File: config.mk
export PLATFORM = sky130hd
export DESIGN_NAME = nibble_sram_ctrl
export DESIGN_NICKNAME = d
export VERILOG_FILES = /design/src/rtl/nibble_sram_ctrl.sv
export SDC_FILE = /design/constraint.sdc
export NUM_CORES = 1
export LEC_CHECK = 0
export BUFFER_PORTS_ARGS = -buffer_cell sky130_fd_sc_hd__buf_4
export CORE_UTILIZATION = 40
export CTS_CLUSTER_SIZE = 8
export DETAILED_ROUTE_END_ITERATION = 8
export HOLD_SLACK_MARGIN = 0.03
export PLACE_DENSITY_LB_ADDON = 0.1
export SLEW_MARGIN = 20
export SYNTH_ARGS = -nofsm -noshare
export SYNTH_HDL_FRONTEND = slang
export SYNTH_SLANG_ARGS = --single-unit
File: constraint.sdc
create_clock -name clk -period 3.4 [get_ports clk]
set_input_delay 0.34 -clock clk [delete_from_list [all_inputs] [get_ports clk]]
set_output_delay 0.34 -clock clk [all_outputs]
set_load 0.05 [all_outputs]
File: src/rtl/nibble_sram_ctrl.sv
// rtl/nibble_sram_ctrl.sv - byte request/response front end for a 4Kx4 asynchronous-read SRAM
// Each byte access becomes a low-nibble then high-nibble phase of WAIT+1 cycles each.
module nibble_sram_ctrl #(
  parameter int ADDR_W = 11,
  parameter int WAIT   = 0
) (
  input  logic              clk,
  input  logic              rst_b,
  input  logic              req_valid,
  output logic              req_ready,
  input  logic              req_we,
  input  logic [ADDR_W-1:0] req_addr,
  input  logic [7:0]        req_wdata,
  output logic              rsp_valid,
  output logic [7:0]        rsp_rdata,
  output logic [ADDR_W:0]   sram_addr,
  output logic [3:0]        sram_din,
  input  logic [3:0]        sram_dout,
  output logic              sram_we_b,
  output logic              sram_e_b
);

  localparam int               CNT_W    = (WAIT > 0) ? $clog2(WAIT + 1) : 1;
  localparam logic [CNT_W-1:0] CNT_LAST = CNT_W'(WAIT);

  typedef enum logic [1:0] {
    IDLE,
    LO,
    HI,
    RESP
  } state_t;

  state_t              state;
  logic [CNT_W-1:0]    cnt;
  logic                txn_we;
  logic [ADDR_W-1:0]   txn_addr;
  logic [3:0]          wdata_hi;
  logic [3:0]          rdata_lo;

  // All SRAM strobes are registered; the SRAM sees them one edge after the state that owns them.
  always_ff @(posedge clk or negedge rst_b) begin
    if (!rst_b) begin
      state     <= IDLE;
      cnt       <= '0;
      txn_we    <= 1'b0;
      txn_addr  <= '0;
      wdata_hi  <= '0;
      rdata_lo  <= '0;
      req_ready <= 1'b1;
      rsp_valid <= 1'b0;
      rsp_rdata <= '0;
      sram_addr <= '0;
      sram_din  <= '0;
      sram_we_b <= 1'b1;
      sram_e_b  <= 1'b1;
    end else begin
      case (state)
        IDLE: begin
          if (req_valid) begin
            txn_we    <= req_we;
            txn_addr  <= req_addr;
            wdata_hi  <= req_wdata[7:4];
            sram_addr <= {req_addr, 1'b0};
            sram_din  <= req_wdata[3:0];
            sram_e_b  <= 1'b0;
            sram_we_b <= ~req_we;
            req_ready <= 1'b0;
            cnt       <= '0;
            state     <= LO;
          end
        end
        LO: begin
          if (cnt == CNT_LAST) begin
            if (!txn_we) rdata_lo <= sram_dout;
            sram_addr <= {txn_addr, 1'b1};
            sram_din  <= wdata_hi;
            cnt       <= '0;
            state     <= HI;
          end else begin
            cnt <= cnt + CNT_W'(1);
          end
        end
        HI: begin
          if (cnt == CNT_LAST) begin
            // rsp_rdata only moves on a completed read so writes leave the last read byte visible
            if (!txn_we) rsp_rdata <= {sram_dout, rdata_lo};
            sram_e_b  <= 1'b1;
            sram_we_b <= 1'b1;
            rsp_valid <= 1'b1;
            cnt       <= '0;
            state     <= RESP;
          end else begin
            cnt <= cnt + CNT_W'(1);
          end
        end
        RESP: begin
          rsp_valid <= 1'b0;
          req_ready <= 1'b1;
          state     <= IDLE;
        end
        default: begin
          state <= IDLE;
        end
      endcase
    end
  end

endmodule

==> results of run 1 <==
==> cell usage in the layout, fill, tap and decap left out, types with 2 or more instances in the layout <==
cell type  count
nor2b_1        3
mux2_4        10
ha_1           6
dfstp_2        3
inv_1          2
nor3_1         2
mux2i_1        2
o21ai_0       14
buf_4         54
nor2_1         5
clkbuf_8       5
mux2_2        15
nand3_1       42
nand2_1       14
a21oi_1        5
clkbuf_1       2
dfrtp_1       47
nand2_2        2
==> synthesized netlist by cell type, drive strengths merged <==
cell / count / area share (%)
nor2b: 3 / 0.83
o221a: 1 / 0.50
nand3b: 1 / 0.33
o22a: 1 / 0.39
mux2: 25 / 14
mux2i: 2 / 0.88
inv: 2 / 0.33
nor3: 2 / 0.44
dfrtp: 47 / 52
nand2b: 2 / 0.66
dfstp: 3 / 3.5
nand3: 42 / 9.3
nor2: 6 / 1.3
o21ai: 15 / 3.3
nand2: 16 / 2.9
a21oi: 5 / 1.1
buf: 10 / 3.4
clkbuf: 2 / 0.39
ha: 6 / 3.3
o22ai: 1 / 0.28
and2b: 2 / 0.83
==> where the power goes <==
part           switching [mW]  internal [mW]  leakage [nW]
Combinational            1.03          0.616         0.679
Sequential              0.170          0.902         0.601
Clock                   0.186          0.220        0.0524
==> registers in the layout (all words and copies together), names as in the netlist <==
register and flops:
sram_addr 12, txn_addr 11, rsp_rdata 8, rdata_lo 4, sram_din 4, wdata_hi 4, state 2, req_ready 1
rsp_valid 1, sram_e_b 1, sram_we_b 1, txn_we 1
==> kinds of logic after synthesis <==
kind of cell	synth area share [%]
adder cells (fa/ha/maj)	3.32
buffers and inverters	4.09
AO/OA/AOI/OAI	5.58
AND/OR/NAND/NOR	16.6
flip-flops	55.4
multiplexers	15.0
==> metal layers <==
metal / vias to the layer above / GRT usage (%) / part of all wire, %
met4: 0 / 5.66 / 1.2
met5: - / 0 / 0
met2: 38 / 25.0 / 46
met1: 783 / 23.2 / 48
li1: 773 / - / -
met3: 7 / 4.40 / 4.8
==> area by class of cell <==
class | count | area share [%]
Clock buffer | 7 | 2.75
Clock inverter | 1 | 1.08
Inverter | 2 | 0.270
Multi-Input combinational cell | 130 | 32.9
Sequential cell | 50 | 45.1
Tap cell | 72 | 3.24
Timing Repair Buffer | 54 | 14.6
==> stage by stage <==
| step | hold slack (ps) | std cells | area [sq um] | utilization, % | power [mW] |
|---|---|---|---|---|---|
| after floorplan | 44.4 | 194 | 2260 | - | 2.33 |
| after global placement | 418 | 308 | 2670 | 48.9 | 2.73 |
| after detailed placement | 410 | 308 | 2670 | 48.9 | 2.75 |
| after CTS | 78.9 | 316 | 2780 | 50.8 | 3.16 |
| after global routing | 93.9 | 316 | 2780 | 50.8 | 3.34 |
| final | 65.0 | 316 | 2780 | 50.8 | 3.13 |
==> worst min-delay path by stage <==
stage,endpoint,slack [ps],depth (start not counted)
5_1_grt,rsp_rdata[6]$_DFFE_PN0P_,90,1
2_1_floorplan,rdata_lo[0]$_DFFE_PN0P_,40,0
3_5_place_dp,rsp_rdata[7]$_DFFE_PN0P_,410,1
4_1_cts,rsp_rdata[7]$_DFFE_PN0P_,80,1
3_3_place_gp,rsp_rdata[7]$_DFFE_PN0P_,420,1
6_report,rsp_rdata[7]$_DFFE_PN0P_,70,1
==> critical path: stages (launching register included) <==
cell	delay [ps]
dfrtp_1	420
inv_1	130
ha_1	450
nor2b_1	750
o21ai_0	230
nand3_1	120
==> metrics.md, run 1 <==
| Metric | Value |
|---|---|
| Root Driver | `clkbuf_8` |
| Synthesized area | `approximately 0.0023 sq mm` |
| Number of max-cap violations | `0` |
| Failing checks | `design-rule violations` |
| Reg2reg setup slack | `1220 ps` |
| Number of fill cells | `529` |
| Crit path capture | `sram_addr[2]$_DFFE_PN0P_` |
| Final setup viols | `0` |
| WL per Instance | `~15 um` |
| Gpl congestion | `0.685` |
| Fin crit period | `2180 ps` |
| Initial DRC count | `82` |
| WP data required | `3630 ps` |
| Max_slew headroom | `between 40 and 50%` |
| Total Wirelength | `4690 um` |
| R2R depth | `5` |
| Detailed placement HPWL | `3030 um` |
| Register area share after synthesis | `55.4%` |
| R2r endpoint | `sram_addr[2]$_DFFE_PN0P_` |
| GR Overflow Total | `0` |
| Antenna cells | `0` |
| Detail Route Antenna Nets | `0` |
| Post-Synthesis Cells | `about 190` |
| CP Capture Type | `register` |
| Vias in the first global route | `1476` |
| Drt pass-1 iters | `6` |
| Clock latency at the later pin of the worst-skew pair | `300 ps` |
| Total track usage | `16.7%` |
| Via count | `1601` |
| Clk sinks | `50` |
| Num CTS Buffers | `5` |
| TritonCTS clock tree | `built` |
| P per Cell Area | `1120 mW/mm^2` |
| First-pass GRT wire length | `7670 um` |
| Setup crit start kind | `register` |
| Die Wd | `a little under 80 um` |
| CTS max path bufs | `2` |
| Proportion of layout cells with a drive suffix above 1 | `~39%` |
| VDD IR max | `approximately 0.46 mV` |
| Setup CP Type | `reg2reg` |
| Final count of pins violating max slew | `0` |
| Net Count, Synth | `227` |
| Effective utilization at floorplan | `41.4%` |
| Num ports | `55` |
| Syn Area/Cell | `11.7 sq um` |
| Syn. warnings | `0` |
| RSZ-0062 raised after global routing | `no` |
| Number of antenna violations at the first check in global routing | `0` |
| Hold_buf cts | `0` |
| Setup Fix Bufs, Post-CTS | `0` |
| CP Launch Point | `state[0]$_DFFE_PN0P_` |
| Buffers on Ports | `54` |
| R2r startpoint | `state[0]$_DFFE_PN0P_` |
| Worst setup margin | `approximately 1200 ps` |
| Outcome | `finished with violations` |
| HP Class | `in2async` |
| Worst Path Arrival | `2410 ps` |
| Fmax achieved | `around 460 MHz` |
| Largest net degree at the start of global routing | `around 50` |
| Row cnt | `27` |
| Final nets | `276` |
| Storage element area | `0.00125 sq mm` |
| Leakage | `1.33 nW` |
| Netlist cell types | `30` |
| Pre-CTS setup slack | `1210 ps` |
| Core ar. | `between 0.005 and 0.006 sq mm` |
| Max H-tree Level | `2` |
| Setup TNS | `0 ps` |
| Clock slew at reported path FFs | `80 ps` |
| Drt drc | `2` |
| Synth Register Bits | `50` |
| Die Height | `between 70 and 80 um` |
| Post-CTS sizing | `0` |
| Worst-margin pin slew | `865 ps` |
| Final period util | `roughly 64%` |
| Vias/cell | `about 5.1` |
| Fin. Hold Viols | `0` |
| CP max FO | `14` |
| Clk_skew | `6.93 ps` |
| Die area | `0.00596 sq mm` |
| Multi-input combinational cell area | `around 920 sq um` |
| Layout area overhead | `22.8%` |
Note: power is estimated with default switching activity, not from simulation.
==> inputs of run 2 (changes only) <==
==> constraint.sdc (replaced) <==
create_clock -name clk -period 1.81 [get_ports clk]
set_input_delay 0.181 -clock clk [delete_from_list [all_inputs] [get_ports clk]]
set_output_delay 0.181 -clock clk [all_outputs]
set_load 0.05 [all_outputs]
==> run 2 against run 1 <==
- the run still ends with design-rule violations left
- flip-flop and latch count did not move
- global-route usage rose by 0.35 points
- wire length increased by 1.5%
- die area unchanged
- clock power grew 57%
- non-clock buffer count up 11
- largest cell class unchanged
- largest power group unchanged
==> metrics.md, run 2 (synthesized netlist as in run 1, its figures left out) <==
| Metric | Value |
|---|---|
| CP Capture Type | `register (unchanged)` |
| Final count of pins violating max slew | `0 (unchanged)` |
| Max FFs per register | `12 (unchanged)` |
| Commonest cells after routing, fill and taps aside | `buf_4, dfrtp_1, nand3_1 (unchanged)` |
| Num CTS Buffers | `5 (unchanged)` |
| Final Instance Area | `0.00286 sq mm (was 0.00278 sq mm)` |
| Setup TNS | `0 ps (unchanged)` |
| Die area | `0.00596 sq mm (unchanged)` |
| Sequential power share | `33.6% (was 34.3%)` |
| Clk sinks | `50 (unchanged)` |
| Switching power | `2.65 mW (was 1.39 mW)` |
| TritonCTS clock tree | `built (unchanged)` |
| Gpl congestion | `0.734 (was 0.685)` |
| First-pass GRT wire length | `7910 um (was 7670 um)` |
| Number of fill cells | `517 (was 529)` |
| Vias in the first global route | `1625 (was 1476)` |
| P per Cell Area | `2080 mW/mm^2 (was 1120 mW/mm^2)` |
| Reg2reg setup slack | `200 ps (was 1220 ps)` |
| Placed cell area | `0.00276 sq mm (was 0.00267 sq mm)` |
| Vias/cell | `5.11 (was 5.07)` |
| Fin crit period | `1610 ps (was 2180 ps)` |
| Largest registers | `sram_addr: 12 flops, txn_addr: 11 flops, rsp_rdata: 8 flops (unchanged)` |
| Clock latency at the later pin of the worst-skew pair | `290 ps (was 300 ps)` |
| Total track usage | `17.0% (was 16.7%)` |
| Num ports | `55 (unchanged)` |
| Largest reg by FF count | `sram_addr (unchanged)` |
| Final setup viols | `0 (unchanged)` |
| Clk_skew | `5.71 ps (was 6.93 ps)` |
| Worst-margin pin slew | `626 ps (was 865 ps)` |
| Largest net degree at the start of global routing | `51 (unchanged)` |
| WP data required | `1990 ps (was 3630 ps)` |
| Antenna cells | `0 (unchanged)` |
| Drt pass-1 iters | `8 (was 6)` |
| Hold Path Origin | `sram_dout[1]` |
| HP Class | `in2reg (was in2async)` |
| Clock slew at reported path FFs | `90 ps (was 80 ps)` |
| Initial DRC count | `105 (was 82)` |
| WL per Instance | `14.6 um (was 14.8 um)` |
| Via count | `1661 (was 1601)` |
| Core ar. | `0.00547 sq mm (unchanged)` |
| Fmax achieved | `622 MHz (was 459 MHz)` |
| CP max FO | `12 (was 14)` |
| Root Driver | `clkbuf_8 (unchanged)` |
| R2r startpoint | `state[0]$_DFFE_PN0P_ (unchanged)` |
| Switching part of the total | `44.7% (was 44.4%)` |
| Fin. Hold Viols | `0 (unchanged)` |
| Setup crit start kind | `register (unchanged)` |
| Max H-tree Level | `2 (unchanged)` |
| VDD IR max | `1.07 mV (was 0.461 mV)` |
| Detail Route Antenna Nets | `0 (unchanged)` |
| Total Wirelength | `4760 um (was 4690 um)` |
| Final period util | `88.8% (was 64.0%)` |
| Die Wd | `77.2 um (unchanged)` |
| Worst Path Arrival | `1790 ps (was 2410 ps)` |
| Combinational power share | `55.7% (was 52.7%)` |
| Effective utilization at floorplan | `41.4% (unchanged)` |
| R2r endpoint | `wdata_hi[1]$_DFFE_PN0P_ (was sram_addr[2]$_DFFE_PN0P_)` |
| Row cnt | `27 (unchanged)` |
| CTS max path bufs | `2 (unchanged)` |
| Detailed placement HPWL | `3220 um (was 3030 um)` |
| Layout area overhead | `26.2% (was 22.8%)` |
| Commonest non-fill, non-tap cell in the layout | `buf_4 (unchanged)` |
| Failing checks | `design-rule violations (unchanged)` |
| Hold depth | `3` |
| Clk pwr share | `10.7% (was 13.0%)` |
| Hold Path Sink | `rdata_lo[1]$_DFFE_PN0P_` |
| Number of antenna violations at the first check in global routing | `0 (unchanged)` |
| R2R depth | `6 (was 5)` |
| RSZ-0062 raised after global routing | `no (unchanged)` |
| Die Height | `77.2 um (unchanged)` |
| Number of max-cap violations | `0 (unchanged)` |
| Final nets | `287 (was 276)` |
| Setup CP Type | `reg2reg (unchanged)` |
| Max_slew headroom | `58.3% (was 42.3%)` |
| Leakage | `1.38 nW (was 1.33 nW)` |
| Outcome | `finished with violations (unchanged)` |
| GR Overflow Total | `0 (unchanged)` |
| Buffers on Ports | `54 (unchanged)` |
| Int Power | `3.29 mW (was 1.74 mW)` |
| Proportion of layout cells with a drive suffix above 1 | `41.5% (was 38.5%)` |
| Drt drc | `2 (unchanged)` |
## run 2: changes by cell type in the layout (fill, tap and decap cells not counted), sizes merged
cell         delta
bufinv          -1
dlygate4sd3     +1
clkbuf          -1
buf            +10
## run 2: how the worst max path moves through the flow
stage / from / end / slack [ps] / cells past startpoint
finish: state[0]$_DFFE_PN0P_ / wdata_hi[1]$_DFFE_PN0P_ / 200 / 6
floorplan: state[0]$_DFFE_PN0P_ / rsp_rdata[4]$_DFFE_PN0P_ / 320 / 5
CTS: state[0]$_DFFE_PN0P_ / sram_din[1]$_DFFE_PN0P_ / 90 / 5
global route: state[0]$_DFFE_PN0P_ / wdata_hi[1]$_DFFE_PN0P_ / 140 / 6
detailed placement: state[0]$_DFFE_PN0P_ / sram_din[1]$_DFFE_PN0P_ / 120 / 5
global placement: state[0]$_DFFE_PN0P_ / sram_addr[6]$_DFFE_PN0P_ / 150 / 5
## run 2: power groups by stage
stage	sequential, mW	clock [mW]	combinational, mW
global route	2.06	0.717	3.52
global placement	2.01	0	3.28
detailed placement	2.01	0	3.33
floorplan	2.97	0	1.40
finish	1.99	0.637	3.31
CTS	1.99	0.662	3.32
## run 2: layer usage
| layer | up-vias | track usage [%] | wire, um |
|---|---|---|---|
| met5 | - | 0 | 0 |
| met4 | 0 | 5.09 | 49 |
| met3 | 6 | 4.64 | 239 |
| met2 | 39 | 26.5 | 2250 |
| met1 | 818 | 23.1 | 2220 |
| li1 | 798 | - | - |
## run 2: timing repair
item	in CTS	in global routing
hold endpoints to repair	47	0
gates resized for setup	0	1
endpoints found under the setup margin	0	13
hold buffers	1	0
buffers inserted	0	0
## run 2: cell type report
cell class	count	area, sq um	area share, %
sequential	50	1250	43.9
multi-input combinational	130	918	32.2
timing repair buffer	65	503	17.6
tap	72	90.1	3.15
clock buffer	6	82.6	2.89
inverter	2	7.51	0.263
## run 2: worst max-delay path, stage by stage (launching register included)
cell and delay (ps):
dfrtp_1 360, inv_1 60, buf_4 140, ha_1 210, nand2_2 200, buf_12 190, mux2_2 340
## run 2: per-stage QoR
stage          total power [mW]  hold slack, ps  instances  utilization (%)  setup WS (ps)
4_1_cts                    5.98            79.9        325             52.1           85.9
3_5_place_dp               5.33             252        318             50.5            121
5_1_grt                    6.30            89.6        325             52.2            142
3_3_place_gp               5.29             252        318             50.5            149
2_1_floorplan              4.37            -115        194                -            316
6_report                   5.94            87.0        325             52.2            202
